[src/rtl/uart_tx_scheduler_pkg.sv]
// uart_tx_scheduler_pkg
//   Shared definitions for the UART transmit scheduler:
//   - txq_state_e    : scheduler FSM states (IDLE=0, ISSUE=1, WAIT=2)
//   - default DEPTH / FRAME_CYCLES values
//   - sat_inc16      : saturating 16-bit increment used by the drop counter
package uart_tx_scheduler_pkg;

    localparam int TXQ_DEFAULT_DEPTH        = 16;
    localparam int TXQ_DEFAULT_FRAME_CYCLES = 8680;

    typedef enum logic [1:0] {
        ST_IDLE  = 2'd0,
        ST_ISSUE = 2'd1,
        ST_WAIT  = 2'd2
    } txq_state_e;

    // Increment that sticks at all-ones instead of wrapping.
    function automatic logic [15:0] sat_inc16(input logic [15:0] v);
        if (v == 16'hFFFF) begin
            return v;
        end else begin
            return v + 16'd1;
        end
    endfunction

endpackage

[src/rtl/uart_txq_fifo.sv]
// uart_txq_fifo
//   Synchronous DEPTH x 8 FIFO. Occupancy is held in an explicit counter,
//   full/empty decode from that counter; pointers wrap modulo DEPTH.
// Ports:
//   clk, rst_n     clock, asynchronous active-low reset
//   push, din      write din at the tail (ignored when full)
//   pop            advance the head (ignored when empty)
//   dout           current head entry (combinational read)
//   count          occupied entries, $clog2(DEPTH)+1 bits
//   full, empty    count==DEPTH / count==0
module uart_txq_fifo
    import uart_tx_scheduler_pkg::*;
#(
    parameter int DEPTH = TXQ_DEFAULT_DEPTH
) (
    input  logic                       clk,
    input  logic                       rst_n,
    input  logic                       push,
    input  logic                       pop,
    input  logic [7:0]                 din,
    output logic [7:0]                 dout,
    output logic [$clog2(DEPTH):0]     count,
    output logic                       full,
    output logic                       empty
);

    localparam int AW = $clog2(DEPTH);
    localparam logic [AW-1:0] PTR_ONE = AW'(1'b1);
    localparam logic [AW:0]   CNT_ONE = (AW + 1)'(1'b1);
    localparam logic [AW:0]   CNT_MAX = (AW + 1)'(DEPTH);

    logic [7:0]    mem_r [DEPTH];
    logic [AW-1:0] wr_ptr_r;
    logic [AW-1:0] rd_ptr_r;
    logic [AW:0]   count_r;
    logic          push_ok_s;
    logic          pop_ok_s;

    assign full      = (count_r == CNT_MAX);
    assign empty     = (count_r == {(AW + 1){1'b0}});
    assign count     = count_r;
    assign dout      = mem_r[rd_ptr_r];
    assign push_ok_s = push && !full;
    assign pop_ok_s  = pop && !empty;

    // Storage array; data needs no reset because count gates every read.
    always_ff @(posedge clk) begin
        if (push_ok_s) begin
            mem_r[wr_ptr_r] <= din;
        end
    end

    // Pointers and occupancy counter.
    always_ff @(posedge clk or negedge rst_n) begin
        if (!rst_n) begin
            wr_ptr_r <= {AW{1'b0}};
            rd_ptr_r <= {AW{1'b0}};
            count_r  <= {(AW + 1){1'b0}};
        end else begin
            if (push_ok_s) begin
                wr_ptr_r <= wr_ptr_r + PTR_ONE;
            end
            if (pop_ok_s) begin
                rd_ptr_r <= rd_ptr_r + PTR_ONE;
            end
            case ({push_ok_s, pop_ok_s})
                2'b10:   count_r <= count_r + CNT_ONE;
                2'b01:   count_r <= count_r - CNT_ONE;
                default: count_r <= count_r;
            endcase
        end
    end

endmodule

[src/rtl/uart_tx_scheduler.sv]
// uart_tx_scheduler
//   Queues bytes stored by the CPU to the UART address and hands them to the
//   uart transmitter one frame at a time, pacing issues with a frame-time
//   counter because the uart has no busy indication.
//   Optional macro UART_TXQ_STALL_EN: when defined, a store to a full queue
//   raises stall_req (combinational) so the pipeline replays it; when
//   undefined, stall_req is tied 0 and such bytes are dropped and counted.
// Ports:
//   sysclk, cpu_resetn  clock, asynchronous active-low reset
//   st_valid, st_data   store strobe and byte from the memory stage
//   stall_req           pipeline hold request (stall build only)
//   uart_wr_o           one-cycle start strobe to the uart
//   uart_dat_o          byte to the uart, held between frames
//   q_count/q_full/q_empty  queue occupancy
//   tx_active           a frame is in flight (FSM not IDLE)
//   drop_cnt            saturating count of bytes lost on a full queue
module uart_tx_scheduler
    import uart_tx_scheduler_pkg::*;
#(
    parameter int DEPTH        = TXQ_DEFAULT_DEPTH,
    parameter int FRAME_CYCLES = TXQ_DEFAULT_FRAME_CYCLES
) (
    input  logic                   sysclk,
    input  logic                   cpu_resetn,
    input  logic                   st_valid,
    input  logic [7:0]             st_data,
    output logic                   stall_req,
    output logic                   uart_wr_o,
    output logic [7:0]             uart_dat_o,
    output logic [$clog2(DEPTH):0] q_count,
    output logic                   q_full,
    output logic                   q_empty,
    output logic                   tx_active,
    output logic [15:0]            drop_cnt
);

    localparam int CNT_W = $clog2(FRAME_CYCLES);
    localparam logic [CNT_W-1:0] CNT_LOAD = CNT_W'(FRAME_CYCLES - 1);
    localparam logic [CNT_W-1:0] CNT_ONE  = CNT_W'(1'b1);

    txq_state_e       state_r;
    txq_state_e       state_nx_s;
    logic [CNT_W-1:0] cnt_r;
    logic [CNT_W-1:0] cnt_nx_s;
    logic             uart_wr_r;
    logic [7:0]       uart_dat_r;
    logic [15:0]      drop_r;
    logic [15:0]      drop_nx_s;
    logic             push_s;
    logic             pop_s;
    logic             stall_s;
    logic [7:0]       head_s;

    uart_txq_fifo #(
        .DEPTH (DEPTH)
    ) u_fifo (
        .clk   (sysclk),
        .rst_n (cpu_resetn),
        .push  (push_s),
        .pop   (pop_s),
        .din   (st_data),
        .dout  (head_s),
        .count (q_count),
        .full  (q_full),
        .empty (q_empty)
    );

    assign stall_req  = stall_s;
    assign uart_wr_o  = uart_wr_r;
    assign uart_dat_o = uart_dat_r;
    assign drop_cnt   = drop_r;
    assign tx_active  = (state_r != ST_IDLE);

    // Store acceptance: stall or drop when the queue is full.
    always_comb begin
        push_s    = 1'b0;
        stall_s   = 1'b0;
        drop_nx_s = drop_r;
`ifdef UART_TXQ_STALL_EN
        push_s  = st_valid && !q_full;
        stall_s = st_valid && q_full;
`else
        push_s  = st_valid && !q_full;
        if (st_valid && q_full) begin
            drop_nx_s = sat_inc16(drop_r);
        end else begin
            drop_nx_s = drop_r;
        end
`endif
    end

    // Issue FSM. WAIT leaves when the counter steps down to zero so that
    // IDLE+ISSUE+WAIT together span FRAME_CYCLES+1 cycles between strobes.
    always_comb begin
        state_nx_s = state_r;
        cnt_nx_s   = cnt_r;
        pop_s      = 1'b0;
        case (state_r)
            ST_IDLE: begin
                if (!q_empty) begin
                    pop_s      = 1'b1;
                    state_nx_s = ST_ISSUE;
                end else begin
                    state_nx_s = ST_IDLE;
                end
            end
            ST_ISSUE: begin
                cnt_nx_s   = CNT_LOAD;
                state_nx_s = ST_WAIT;
            end
            ST_WAIT: begin
                cnt_nx_s = cnt_r - CNT_ONE;
                if (cnt_r == CNT_ONE) begin
                    state_nx_s = ST_IDLE;
                end else begin
                    state_nx_s = ST_WAIT;
                end
            end
            default: begin
                cnt_nx_s   = {CNT_W{1'b0}};
                state_nx_s = ST_IDLE;
            end
        endcase
    end

    // State, frame counter, registered uart outputs and drop counter.
    always_ff @(posedge sysclk or negedge cpu_resetn) begin
        if (!cpu_resetn) begin
            state_r    <= ST_IDLE;
            cnt_r      <= {CNT_W{1'b0}};
            uart_wr_r  <= 1'b0;
            uart_dat_r <= 8'h00;
            drop_r     <= 16'h0000;
        end else begin
            state_r   <= state_nx_s;
            cnt_r     <= cnt_nx_s;
            uart_wr_r <= (state_nx_s == ST_ISSUE);
            drop_r    <= drop_nx_s;
            if (pop_s) begin
                uart_dat_r <= head_s;
            end
        end
    end

endmodule

[config.mk]
export PLATFORM = sky130hd
export DESIGN_NAME = uart_tx_scheduler
export DESIGN_NICKNAME = d
export VERILOG_FILES = /design/src/rtl/uart_tx_scheduler_pkg.sv /design/src/rtl/uart_txq_fifo.sv /design/src/rtl/uart_tx_scheduler.sv
export SDC_FILE = /design/constraint.sdc
export NUM_CORES = 1
export LEC_CHECK = 0
export BUFFER_PORTS_ARGS = -buffer_cell sky130_fd_sc_hd__buf_2
export CAP_MARGIN = 15
export CORE_ASPECT_RATIO = 2
export CORE_UTILIZATION = 55
export CTS_CLUSTER_DIAMETER = 150
export DETAILED_ROUTE_END_ITERATION = 10
export GPL_TIMING_DRIVEN = 0
export PLACE_DENSITY = 0.81
export SLEW_MARGIN = 20
export SYNTH_ARGS = -nofsm -noshare
export SYNTH_HDL_FRONTEND = slang
export SYNTH_HIERARCHICAL = 1
export SYNTH_SLANG_ARGS = --single-unit
[constraint.sdc]
create_clock -name sysclk -period 3.3 [get_ports sysclk]
set_input_delay 0.33 -clock sysclk [delete_from_list [all_inputs] [get_ports sysclk]]
set_output_delay 0.33 -clock sysclk [all_outputs]
set_load 0.02 [all_outputs]
# --- Word-level counts from Yosys, hierarchy flattened ---
# Memories as Yosys holds them, arrays and structs flattened. A register that Yosys moved wholly into a read port is not among the register bits.
# Cells that the tools add are included.
op_classes:
  n_eq_ne: 8
  bitwise_logic: 1
  mux: 9
  addsub: 6
  reduce_logical: 12
ops:
  columns: ["cell", "count"]
  rows:
  - ["14-bit case mux with 3 select lines", 1]
  - ["16-bit by 1-bit adder with 16-bit output, second input constant", 1]
  - ["16-bit equality test, second input constant", 1]
  - ["14-bit by 1-bit equality test with 1-bit output, second input constant", 1]
  - ["14-bit by 1-bit subtractor with 14-bit output, second input constant", 1]
  - ["5-bit case mux with 2 select lines", 1]
  - ["4-bit by 1-bit adder with 4-bit output, second input constant", 2]
  - ["2-bit by 1-bit equality test with 1-bit output, second input constant", 3]
  - ["2-bit case mux with 3 select lines", 1]
  - ["5-bit by 1-bit adder with 5-bit output, second input constant", 1]
  - ["5-bit equality test, second input constant", 1]
  - ["5-bit logical NOT", 1]
  - ["1-bit two-way mux", 5]
  - ["5-bit by 1-bit subtractor with 5-bit output, second input constant", 1]
  - ["2-bit equality test, second input constant", 2]
  - ["1-bit logical AND", 4]
  - ["2-bit nonzero test", 2]
  - ["1-bit logical NOT", 3]
  - ["2-bit logical NOT", 1]
  - ["2-bit two-way mux", 1]
  - ["2-bit AND reduction", 1]
  - ["1-bit inverter", 1]
word_totals:
  input_bits: 11
  output_inout_bits: 34
  mem_count: 1
  reg_bits: 46
  wordCells: 44
  ramBits: 128
mem_list:
  columns: ["name", "depth", "width", "rd", "rd_ports_with_merged_regs", "wr", "line", "source"]
  rows:
  - ["u_fifo.mem_r", 16, 8, 1, 1, 1, "uart_txq_fifo.sv:32", "logic [7:0] mem_r [DEPTH];"]

# --- Logic depth before layout (Yosys ltp) ---
# Gate-level depths: netlist (run 1).
depth:
  depth_word: 6
  depth_mapped: 15
  ltp_nobuf: 14

# --- Hierarchy ---
# The synthesis (run 1) kept the hierarchy.
modules_own_cells:
  columns: ["mod", "instances", "seq_area_each_um2", "area_each_um2", "cells_per_inst"]
  rows:
  - ["uart_txq_fifo", 1, 4169.0, 5779.3, 332]
  - ["uart_tx_scheduler", 1, 1026.0, 2067.0, 218]

# --- Least setup slack after synthesis (run 1) ---
# No wires, ideal clock.
synth_path:
  path_type: "reg2reg"
  from: "register u_fifo.count_r[1], in the netlist u_fifo/count[1]"
  to: "register u_fifo.count_r[4], in the netlist u_fifo/count[4]"
  required_ns: 3.170
  path_slack_ns: 0.082
  path_stages_with_launch: 14
  synth_period_minus_slack_ns: 3.218
  n_path_buf: 1
  t_arrival_ns: 3.088
  setup_ns: 0.130
  cell_sequence: "dfrtp_1 -> nor4_2 -> and2b_1 -> nand2b_1 -> clkinv_1 -> nor2b_1 -> buf_2 -> ha_1 -> ha_1 -> nor2b_1 -> o21ai_0 -> a21oi_1 -> or3b_1 -> xnor2_1"
synth_via:
  elab_chain_len: 6
  elab_cells_between_ends: 15
  classes_between: "add/sub (2); eq/ne (3); mux (3); reduce/logical (7)"
synth_lines:
  columns: ["item", "line", "source"]
  rows:
  - ["start, declared", "uart_txq_fifo.sv:35", "logic [AW:0] count_r;"]
  - ["start signal, assigned", "uart_txq_fifo.sv:58", "count_r <= {(AW + 1){1'b0}};"]
  - ["start signal, assigned", "uart_txq_fifo.sv:67", "2'b10: count_r <= count_r + CNT_ONE;"]
  - ["start signal, assigned", "uart_txq_fifo.sv:68", "2'b01: count_r <= count_r - CNT_ONE;"]
  - ["5-bit logical NOT (*)", "uart_txq_fifo.sv:40", "assign empty = (count_r == {(AW + 1){1'b0}});"]
  - ["net q_empty", "uart_tx_scheduler.sv:32", "output logic q_empty,"]
  - ["1-bit two-way mux (*)", "uart_tx_scheduler.sv:100", "if (!q_empty) begin"]
  - ["1-bit two-way mux (*)", "uart_tx_scheduler.sv:98", "case (state_r)"]
  - ["net pop_s", "uart_tx_scheduler.sv:50", "logic pop_s;"]
  - ["1-bit logical AND (*)", "uart_txq_fifo.sv:44", "assign pop_ok_s = pop && !empty;"]
  - ["net u_fifo.pop_ok_s", "uart_txq_fifo.sv:37", "logic pop_ok_s;"]
  - ["2-bit by 1-bit equality test with 1-bit output or 2-bit equality test (tied branches)", "uart_txq_fifo.sv:66", "case ({push_ok_s, pop_ok_s})"]
  - ["5-bit case mux with 2 select lines or 2-bit nonzero test (tied branches)", null, null]
# Mark *: on every way through the listed nets, which the timed path passes. The rest lies on a longest branch.
# A chain may end at the register's enable or synchronous reset.

# --- Final worst setup path (run 1) ---
layout_path:
  from: "register u_fifo.count_r[0], in the netlist u_fifo/count[0]"
  to: "register u_fifo.count_r[4], in the netlist u_fifo/count[4]"
layout_via:
  elab_chain_len: 6
  elab_cells_between_ends: 15
  classes_between: "add/sub (2); eq/ne (3); mux (3); reduce/logical (7)"
layout_lines:
  columns: ["item", "line"]
  rows:
  - ["5-bit logical NOT (*)", "uart_txq_fifo.sv:40"]
  - ["1-bit two-way mux (*)", "uart_tx_scheduler.sv:100"]
  - ["1-bit two-way mux (*)", "uart_tx_scheduler.sv:98"]
  - ["net pop_s", "uart_tx_scheduler.sv:50"]
  - ["1-bit logical AND (*)", "uart_txq_fifo.sv:44"]
  - ["net u_fifo.pop_ok_s", "uart_txq_fifo.sv:37"]
  - ["2-bit by 1-bit equality test with 1-bit output or 2-bit equality test (tied branches)", "uart_txq_fifo.sv:66"]
  - ["5-bit case mux with 2 select lines or 2-bit nonzero test (tied branches)", null]
# Marked as above.

==> impl_metrics.yaml, run 1 <==
run_status:
  status: "complete, no violations"
place:
  place_hpwl_mm: 11.8
  gp_congestion: 0.894
  placed_cell_area_sq_um: 8300
  io_buffers: 43
clock_network:
  clock_sinks: 182
  clock_latency_ps: 430
  cts_tree: "done"
  cts-root-buf: "clkbuf_16"
  cts.htree.levels: 4
  clkTransAtPathRegs_ps: 70
  postCtsSetupBuffers: 0
  cts_max_path_buffers: 2
  cts_buffers: 17
critical_path:
  crit_path_cell_trace: "nor4_4, and2b_2, nand2b_2, inv_4, nor2b_1, buf_2, ha_2, ha_1, nor2b_1, o21ai_1, a21oi_1, or3b_1, xnor2_1"
  crit_family: "simple AND/OR/NAND/NOR gates"
  cp-end-kind: "flip-flop"
  worst_ep_required_time_ps: 3610
  path_common_cell: "nor2b_1"
  cp_num_buf_inv: 2
  cp_max_fo: 9
  slowest_delay_ps: 460
  crit_cells: 13
  start_kind: "flip-flop"
  slowest_stage: "dfrtp_2"
  timing_worst_setup_path_type: "reg -> reg"
  arrival_ps: 3410
  ff2ff_path_depth: 13
logic_synthesis:
  synth_compound_area_share_pct: 6.79
  synth_ff_type: "edfxtp_1"
  syn_avg_cell_area_sq_um: 14.3
  ys_ff_latch: 182
  synth_top_family_by_area: "simple AND/OR/NAND/NOR gates"
  synthArstFlopShare_pct: 29.7
  synth.area.top_cells: "edfxtp_1 (49%), dfrtp_1 (17%), mux4_2 (4.6%), mux2i_1 (3.2%), nand2_1 (2.9%)"
  yosysUniqueCellTypes: 56
  synth_common_cells: "edfxtp_1 (128), nand2_1 (61), dfrtp_1 (54)"
  netlist_instances: 550
  syn-cell-area_sq_um: 7850
  ys_seq_area_share_pct: 66.2
  muxShareOfSynthArea_pct: 9.41
  synth_top_area_share_pct: 49.0
  yosysWarningCount: 6
  synth_nets: 578
  synth_edf_count: 128
  synth-simple-area-share_pct: 9.54
  synth_adder_area_share_pct: 2.81
  yosysMostFrequentCell: "edfxtp_1"
  synthXorXnorAreaFrac_pct: 2.34
  synth_top_cell_by_area: "edfxtp_1"
timing:
  rsz0062_at_grt: "false"
  final.min_clock_period_ps: 3090
  worst_pin_slew_ps: 881
  fin_worst_skew_ps: 11.0
  setup_viol: 0
  tns_ps: 0
  report.final.slew_viol_count: 0
  hold_violations: 0
  post-route-period-util_pct: 93.8
  fmax_ghz: 0.323
  max_slew_margin_pct: 41.0
floorplanning:
  ios: 45
  die_h_um: 171
  coreArea_sq_um: 13900
  die-width_um: 86.5
  initial_utilization_pct: 56.5
  die_area_sq_um: 14800
  std_cell_rows: 61
global_routing:
  grt_pass1_wl_mm: 26.2
  grt_max_degree: 55
  grt_pass1_vias: 4898
  overflow: 0
  antenna_found_initial: 0
  grtUsageTotal_pct: 24.5
route:
  vias: 4902
  drt.antenna.violating_nets: 0
  wl_per_cell_um: 20.7
  first_pass_iters: 5
  drt-total-wl_mm: 16.8
  drt-initial-drc-count: 285
  drc: 0
  viasPerCell: 6.01
layout:
  final_cell_area_sq_um: 8950
  fin_nets: 641
  syn_to_final_growth_pct: 14.1
  antennaDiodeCount: 0
  drive_above_1_share_pct: 20.8
run:
  drv_cap: 0
power_and_ir_drop:
  power.density_nw_per_um2: 618
  vdd_drop_max_mv: 0.383
  totalPowerFinal_mw: 5.53
  leakage_nw: 3.52
min_path:
  hold_depth: 1
  hold_path_class: "in -> reg"
==> metal layers <==
metal  share of wire [%]  GRT usage [%]  vias up
met5                   0              0        -
met2                  56           45.6      210
met3                 4.9           4.92       51
met1                  34           24.7     2450
li1                    -              -     2191
met4                 5.1           14.1        0
==> report_power, final <==
group | internal, mW | leakage, nW | switching (mW)
combinational | 0.229 | 1.40 | 0.475
sequential | 2.69 | 1.83 | 0.123
clock | 1.10 | 0.291 | 0.912
total | 4.02 | 3.52 | 1.51
==> registers in the layout, indices dropped and copies added, names as in the netlist <==
signal,cells
uart_wr_o,1
u_fifo/count,5
cnt_r,14
u_fifo/mem_r,128
state_r,2
drop_cnt,16
uart_dat_o,8
u_fifo/wr_ptr_r,4
u_fifo/rd_ptr_r,4
==> timing repair <==
action                                  CTS  global route
endpoints found under the setup margin    1             1
hold buffers                              1             0
pin swaps                                 0             1
gates cloned                              0             0
endpoints found under the hold margin    54             0
resized for setup                         4             6
==> through the flow <==
stage	setup WS, ps	instances	hold slack, ps	util [%]
global route	1.17	815	307	64.4
finish	206	815	302	64.4
global placement	-49.4	782	476	59.7
detailed placement	-146	782	418	59.8
floorplan	82.2	550	34.4	-
CTS	7.58	815	293	64.2
==> cell usage in the layout (no fill, tap or decap), types with 7 or more instances in the layout <==
| cell | count |
|---|---|
| a221oi_1 | 8 |
| nor2_1 | 23 |
| ha_1 | 14 |
| nand2_1 | 61 |
| buf_2 | 49 |
| clkbuf_16 | 17 |
| inv_1 | 18 |
| nand3_1 | 14 |
| edfxtp_1 | 128 |
| a22oi_1 | 8 |
| mux2_2 | 10 |
| mux2i_1 | 25 |
| a21oi_1 | 16 |
| dfrtp_1 | 52 |
| o21ai_0 | 28 |
| mux4_2 | 16 |
| xnor2_1 | 14 |
| clkbuf_1 | 8 |
| xor2_1 | 7 |
==> logic make-up after synthesis <==
kind of cell,count (synthesis)
AND/OR/NAND/NOR,151
buffers and inverters,42
AO/OA/AOI/OAI,84
multiplexers,52
flip-flops,182
adder cells (fa/ha/maj),17
other,1
XOR/XNOR,21
==> worst paths after layout <==
path,from,end,slack [ps]
min in group asynchronous,cpu_resetn,cnt_r[5],460
worst min register to register,uart_dat_o[4],uart_dat_o[4],490
max in group asynchronous,cpu_resetn,u_fifo/count[0],2310
worst min-delay path,st_data[6],u_fifo/mem_r[7][6],300
worst max register to register,u_fifo/count[0],u_fifo/count[4],210
worst max-delay path,u_fifo/count[0],u_fifo/count[4],210
==> area by class of cell <==
| class | instances | area, sq um |
|---|---|---|
| clock inverter | 13 | 154 |
| multi-input combinational | 326 | 2460 |
| timing repair buffer | 44 | 228 |
| buffer | 23 | 153 |
| clock buffer | 19 | 443 |
| sequential | 182 | 5200 |
| inverter | 19 | 73.8 |
| fill | 996 | 4940 |
| tap | 189 | 236 |
Power figures use the tool's default switching activity.
==> inputs of run 2 (changes only) <==
--- a/config.mk
+++ b/config.mk
@@ -5,6 +5,7 @@
 export SDC_FILE = /design/constraint.sdc
 export NUM_CORES = 1
 export LEC_CHECK = 0
+export ABC_AREA = 1
 export BUFFER_PORTS_ARGS = -buffer_cell sky130_fd_sc_hd__buf_2
 export CAP_MARGIN = 15
 export CORE_ASPECT_RATIO = 2
==> run 2 against run 1 <==
Combinational power increased by 9.2%; wire length increased by 15%; power increased by 1.8%; synthesized cell count increased by 73%; critical path type unchanged; largest cell class unchanged.
==> impl_metrics.yaml, run 2 <==
run_status:
  status: "complete, no violations"
global_routing:
  overflow: 0
  grt_max_degree: 55
  grt_pass1_wl_mm: 30.5
  grtUsageTotal_pct: 25.3
  antenna_found_initial: 0
  grt_pass1_vias: 6266
power_and_ir_drop:
  p_sw_mw: 1.59
  pwr-share-comb_pct: 13.6
  seqPwrFrac_pct: 50.1
  power_frac_clock_pct: 36.2
  leakage_nw: 4.43
  internal-power_mw: 4.04
  vdd_drop_max_mv: 0.404
  totalPowerFinal_mw: 5.63
  switching_share_pct: 28.3
  power.density_nw_per_um2: 579
layout:
  largest_register_ffs: 128
  antennaDiodeCount: 0
  syn_to_final_growth_pct: 12.5
  multi_input_area_sq_um: 2880
  fillCellCount: 1269
  final_cell_mix: "nand2_1 (362), edfxtp_1 (128), nor2_1 (105)"
  fin_nets: 1040
  drive_above_1_share_pct: 11.3
  regMostFlops: "u_fifo/mem_r"
  ff_latch_area_sq_um: 5190
  layout_commonest_cell: "nand2_1"
min_path:
  hold_path_class: "in -> reg"
  min_from: "st_data[5]"
  hold_path_end: "u_fifo/mem_r[8][5]"
  hold_depth: 1
floorplanning:
  std_cell_rows: 64
  die_area_sq_um: 16200
  coreArea_sq_um: 15300
  die_h_um: 179
  initial_utilization_pct: 56.5
  ios: 45
  die-width_um: 90.6
critical_path:
  crit_path_cell_trace: "inv_1, ha_1, buf_4, inv_1, nor2_4, nand2_1, inv_1, ha_1, inv_1, fa_1, inv_1, nand2_1, nand2_1, nand2_1, nand2_1, nand2_1, nand2_1, nand2_1"
  rrSetupSlack_ps: 350
  arrival_ps: 3280
  cp-end-kind: "flip-flop"
  r2r_start: "state_r[0]"
  worst_ep_required_time_ps: 3630
  path_common_cell: "nand2_1"
  cp_max_fo: 10
  slowest_stage: "dfrtp_1"
  timing_worst_setup_path_type: "reg -> reg"
  slowest_delay_ps: 420
  ff2ff_path_depth: 18
  r2r-end: "u_fifo/count[4]"
  start_kind: "flip-flop"
logic_synthesis:
  synth-simple-area-share_pct: 27.0
  synth_ff_type: "edfxtp_1"
  muxShareOfSynthArea_pct: 0
  ys_seq_area_share_pct: 60.2
  synth.area.top_cells: "edfxtp_1 (45%), nand2_1 (16%), dfrtp_1 (16%), nor2_1 (4.6%), nand3_1 (4.5%)"
  synth_adder_area_share_pct: 2.55
  yosysUniqueCellTypes: 32
  synthXorXnorAreaFrac_pct: 1.62
  synth_common_cells: "nand2_1 (362), edfxtp_1 (128), nor2_1 (105)"
  yosysMostFrequentCell: "nand2_1"
  synth_nets: 977
  syn_avg_cell_area_sq_um: 9.10
  synth_edf_count: 128
  synth_top_cell_by_area: "edfxtp_1"
  netlist_instances: 949
  syn-cell-area_sq_um: 8630
  synth_top_area_share_pct: 44.5
  synth_top_family_by_area: "simple AND/OR/NAND/NOR gates"
  synthArstFlopShare_pct: 29.7
  yosysWarningCount: 6
  synth_compound_area_share_pct: 2.06
  ys_ff_latch: 182
timing:
  tns_ps: 0
  fmax_ghz: 0.339
  fin_worst_skew_ps: 13.7
  worst_pin_slew_ps: 920
  report.final.slew_viol_count: 0
  final.min_clock_period_ps: 2950
  setup_viol: 0
  post-route-period-util_pct: 89.4
  max_slew_margin_pct: 38.4
  rsz0062_at_grt: "false"
  hold_violations: 0
place:
  io_buffers: 43
  place_hpwl_mm: 14.0
  gp_congestion: 0.920
clock_network:
  cts_hold_buf: 1
  clock_latency_ps: 430
  ctsResizeCount: 0
  clock_sinks: 182
  cts.htree.levels: 4
  cts_tree: "done"
  cts_max_path_buffers: 2
  cts-root-buf: "clkbuf_16"
  postCtsSetupBuffers: 0
  cts_buffers: 17
  clkTransAtPathRegs_ps: 70
route:
  viasPerCell: 5.24
  drt-initial-drc-count: 466
  drc: 0
  wl_per_cell_um: 15.8
  vias: 6412
  first_pass_iters: 5
  drt-total-wl_mm: 19.4
  drt.antenna.violating_nets: 0
run:
  drv_cap: 0
## run 2: changes by cell type in the layout (fill, tap and decap cells not counted), moves of 8 or more
cell,previous run,this run
nand2_1,61,362
mux2_2,10,0
nor2_1,23,105
a21oi_1,16,2
mux2i_1,25,0
mux4_2,16,0
inv_1,18,103
nand3_1,14,78
a22oi_1,8,0
o21ai_0,28,19
a221oi_1,8,0
## run 2: worst max-delay path, delay by kind of cell, from the launching register on
family | cells | cell delay (ps)
and+or+nand+nor | 9 | 790
buffers and inverters | 6 | 760
adders and majority gates | 3 | 880
DFF | 1 | 420
## run 2: area by class of cell
type	instances	share of cell area [%]
Buffer	26	1.64
Tap cell	198	2.55
Clock inverter	14	1.58
Multi-Input combinational cell	633	29.6
Timing Repair Buffer	44	2.34
Sequential cell	182	53.5
Inverter	108	4.17
Clock buffer	18	4.64
## run 2: per-stage QoR
stage               area [sq um]  setup WS, ps  std cells  utilization [%]  hold slack (ps)
floorplan                   8630           799        949                -             34.4
global placement            9100           448       1190             59.5              452
detailed placement          9100           401       1190             59.5              434
CTS                         9710           383       1223             63.5              307
global route                9710          72.2       1223             63.5              316
finish                      9710           349       1223             63.5              323
## run 2: worst max path at each step
stage	from	endpoint	slack, ps	cells after the start
2_1_floorplan	u_fifo/count[0]	u_fifo/count[4]	800	17
3_5_place_dp	state_r[0]	u_fifo/count[4]	400	18
4_1_cts	state_r[0]	u_fifo/count[4]	380	18
3_3_place_gp	state_r[0]	u_fifo/count[4]	450	18
5_1_grt	state_r[0]	u_fifo/count[4]	70	18
6_report	state_r[0]	u_fifo/count[4]	350	18
## run 2: logic make-up (layout without fill, tap and decap cells)
kind of cell | after synthesis | after routing
and+or+nand+nor | 570 | 570
AOI/OAI and AO/OA | 29 | 29
xor gates and xnor gates | 16 | 16
other | 1 | 1
adders and majority gates | 17 | 17
buffers and inverters | 134 | 210
DFF | 182 | 182
## run 2: power by group through the flow
stage                     Sequential (mW)  Combinational (mW)  Clock (mW)
final                                2.82               0.768        2.04
after global routing                 2.84               0.862        2.15
after CTS                            2.82               0.771        2.07
after detailed placement             2.87               0.764           0
after global placement               2.86               0.737           0
after floorplan                      2.91               0.447           0
## run 2: routing by layer
layer  wire [um]  GRT usage [%]  share of wire [%]
met1        6520           23.1                 34
met5           0              0                  0
met4        1180           19.0                6.1
met3         806           4.03                4.2
met2       10900           49.0                 56
==> inputs of run 3 (changes only) <==
--- a/config.mk
+++ b/config.mk
@@ -13,7 +13,7 @@
 export CTS_CLUSTER_DIAMETER = 150
 export DETAILED_ROUTE_END_ITERATION = 10
 export GPL_TIMING_DRIVEN = 0
-export PLACE_DENSITY = 0.81
+export PLACE_DENSITY = 0.84
 export SLEW_MARGIN = 20
 export SYNTH_ARGS = -nofsm -noshare
 export SYNTH_HDL_FRONTEND = slang
==> run 3 against run 2 <==
Final cell count unchanged; sequential share of layout area up 0.31 points; clock skew down 2.2 ps; via count is 0.37% lower; critical path depth is the same; utilization down 0.37 points; hold slack improved by 6.2 ps; register-to-register slack better by 30 ps; clock-buffer cell count grew 3; critical path type unchanged; critical endpoint unchanged; largest cell class unchanged.
==> impl_metrics.yaml, run 3 (synthesis gave the netlist of run 2 again) <==
power_and_ir_drop:
  internal-power_mw: 3.94
  p_sw_mw: 1.54
  pwr-share-comb_pct: 14.2
  switching_share_pct: 28.1
  power.density_nw_per_um2: 567
  vdd_drop_max_mv: 0.374
  leakage_nw: 4.40
  power_frac_clock_pct: 34.1
  seqPwrFrac_pct: 51.6
place:
  gp_congestion: 0.947
  place_hpwl_mm: 14.6
  io_buffers: 43
  pre_cts_slack_ps: 377
critical_path:
  start_kind: "flip-flop"
  arrival_ps: 3250
  rrSetupSlack_ps: 380
  crit_path_cell_trace: "inv_1, ha_1, buf_4, inv_1, nor2_4, nand2_1, inv_1, ha_1, inv_1, fa_1, inv_1, nand2_1, nand2_1, nand2_1, nand2_1, nand2_1, nand2_1, nand2_1"
  ff2ff_path_depth: 18
  crit_family: "adder cells"
  path_common_cell: "nand2_1"
  cp-end-kind: "flip-flop"
  slowest_stage: "dfrtp_1"
  worst_ep_required_time_ps: 3630
  slowest_delay_ps: 420
  r2r-end: "u_fifo/count[4]"
  r2r_start: "state_r[0]"
  timing_worst_setup_path_type: "reg -> reg"
  cp_max_fo: 10
  cp_num_buf_inv: 6
route:
  first_pass_iters: 6
  drt-initial-drc-count: 425
  wl_per_cell_um: 16.1
  vias: 6388
  drt.antenna.violating_nets: 0
  drt-total-wl_mm: 19.7
  viasPerCell: 5.22
  drc: 0
floorplanning:
  die-width_um: 90.6
  die_area_sq_um: 16200
  ios: 45
  die_h_um: 179
  coreArea_sq_um: 15300
  std_cell_rows: 64
  initial_utilization_pct: 56.5
timing:
  worst_pin_slew_ps: 771
  timing.hold.ws_ps: 329
  fin_worst_skew_ps: 11.5
  max_slew_margin_pct: 48.4
  final.min_clock_period_ps: 2920
  report.final.slew_viol_count: 0
  tns_ps: 0
  post-route-period-util_pct: 88.6
  setup_viol: 0
  fmax_ghz: 0.342
  hold_violations: 0
  finalWorstSetupSlack_ps: 375
  rsz0062_at_grt: "false"
global_routing:
  grt_pass1_vias: 6195
  antenna_found_initial: 0
  grt_pass1_wl_mm: 30.7
  overflow: 0
  grtUsageTotal_pct: 25.6
  grt_max_degree: 55
clock_network:
  cts_buffers: 17
  clkTransAtPathRegs_ps: 70
  clock_sinks: 182
  cts_tree: "done"
  cts.htree.levels: 4
  clock_latency_ps: 430
  postCtsSetupBuffers: 0
  cts-root-buf: "clkbuf_16"
  ctsResizeCount: 0
  cts_max_path_buffers: 2
layout:
  fillCellCount: 1218
  final_cell_mix: "nand2_1 (362), edfxtp_1 (128), nor2_1 (105)"
  drive_above_1_share_pct: 11.0
  fin_nets: 1040
  regMostFlops: "u_fifo/mem_r"
  largest_register_ffs: 128
  syn_to_final_growth_pct: 11.9
  antennaDiodeCount: 0
  layout_commonest_cell: "nand2_1"
run:
  drv_cap: 0
min_path:
  hold_depth: 1
  hold_path_end: "u_fifo/mem_r[13][6]"
  min_from: "st_data[6]"
  hold_path_class: "in -> reg"
run_status:
  status: "complete, no violations"
run 3: cell count changes in the layout (fill, tap and decap cells not counted), moves of 2 or more:
cell,delta
clkbuf_1,+3
inv_8,-3
inv_4,+3
inv_6,-2
run 3: power by group through the flow:
stage	clock (mW)	sequential, mW	combinational [mW]
final	1.87	2.83	0.779
after global routing	1.97	2.85	0.858
after CTS	1.89	2.83	0.780
after detailed placement	0	2.87	0.776
after global placement	0	2.86	0.742
after floorplan	0	2.91	0.447
run 3: layout make-up:
type / instances / area [sq um] / share of cell area, %
Timing Repair Buffer: 44 / 228 / 2.36
Clock inverter: 11 / 86.3 / 0.894
Sequential cell: 182 / 5190 / 53.8
Tap cell: 198 / 248 / 2.57
Buffer: 26 / 159 / 1.65
Inverter: 108 / 405 / 4.20
Clock buffer: 21 / 462 / 4.78
Multi-Input combinational cell: 633 / 2880 / 29.8
run 3: what timing repair did:
action | CTS | global route
hold endpoints to repair | 48 | 0
hold buffers | 1 | 0
setup endpoints to repair | 0 | 0
run 3: per-layer routing:
layer  global-route usage (%)  up-vias  wire (um)
met2                     49.9      208      11100
met1                     23.0     2965       6600
li1                         -     3144          -
met5                        0        -          0
met4                     19.3        0       1280
met3                     4.16       71        762
run 3: worst reg2reg max path, stage by stage, from the launching register on:
cell	delay [ps]
dfrtp_1	420
inv_1	120
ha_1	150
buf_4	160
inv_1	100
nor2_4	210
nand2_1	210
inv_1	230
ha_1	310
inv_1	100
fa_1	410
inv_1	70
nand2_1	40
nand2_1	70
nand2_1	50
nand2_1	50
nand2_1	40
nand2_1	50
nand2_1	50
run 3: how the worst max path moves through the flow:
stage,startpoint,to,slack (ps),cells past startpoint
6_report,state_r[0],u_fifo/count[4],380,18
5_1_grt,state_r[0],u_fifo/count[4],40,18
4_1_cts,state_r[0],u_fifo/count[4],360,18
3_5_place_dp,state_r[0],u_fifo/count[4],380,18
3_3_place_gp,u_fifo/count[0],u_fifo/count[4],420,17
2_1_floorplan,u_fifo/count[0],u_fifo/count[4],800,17
run 3: through the flow:
stage               utilization (%)  power (mW)  instances  area [sq um]
floorplan                         -        3.36        949          8630
global placement               59.5        3.60       1190          9100
detailed placement             59.5        3.65       1190          9100
CTS                            63.1        5.50       1223          9660
global route                   63.1        5.68       1223          9660
finish                         63.1        5.47       1223          9660
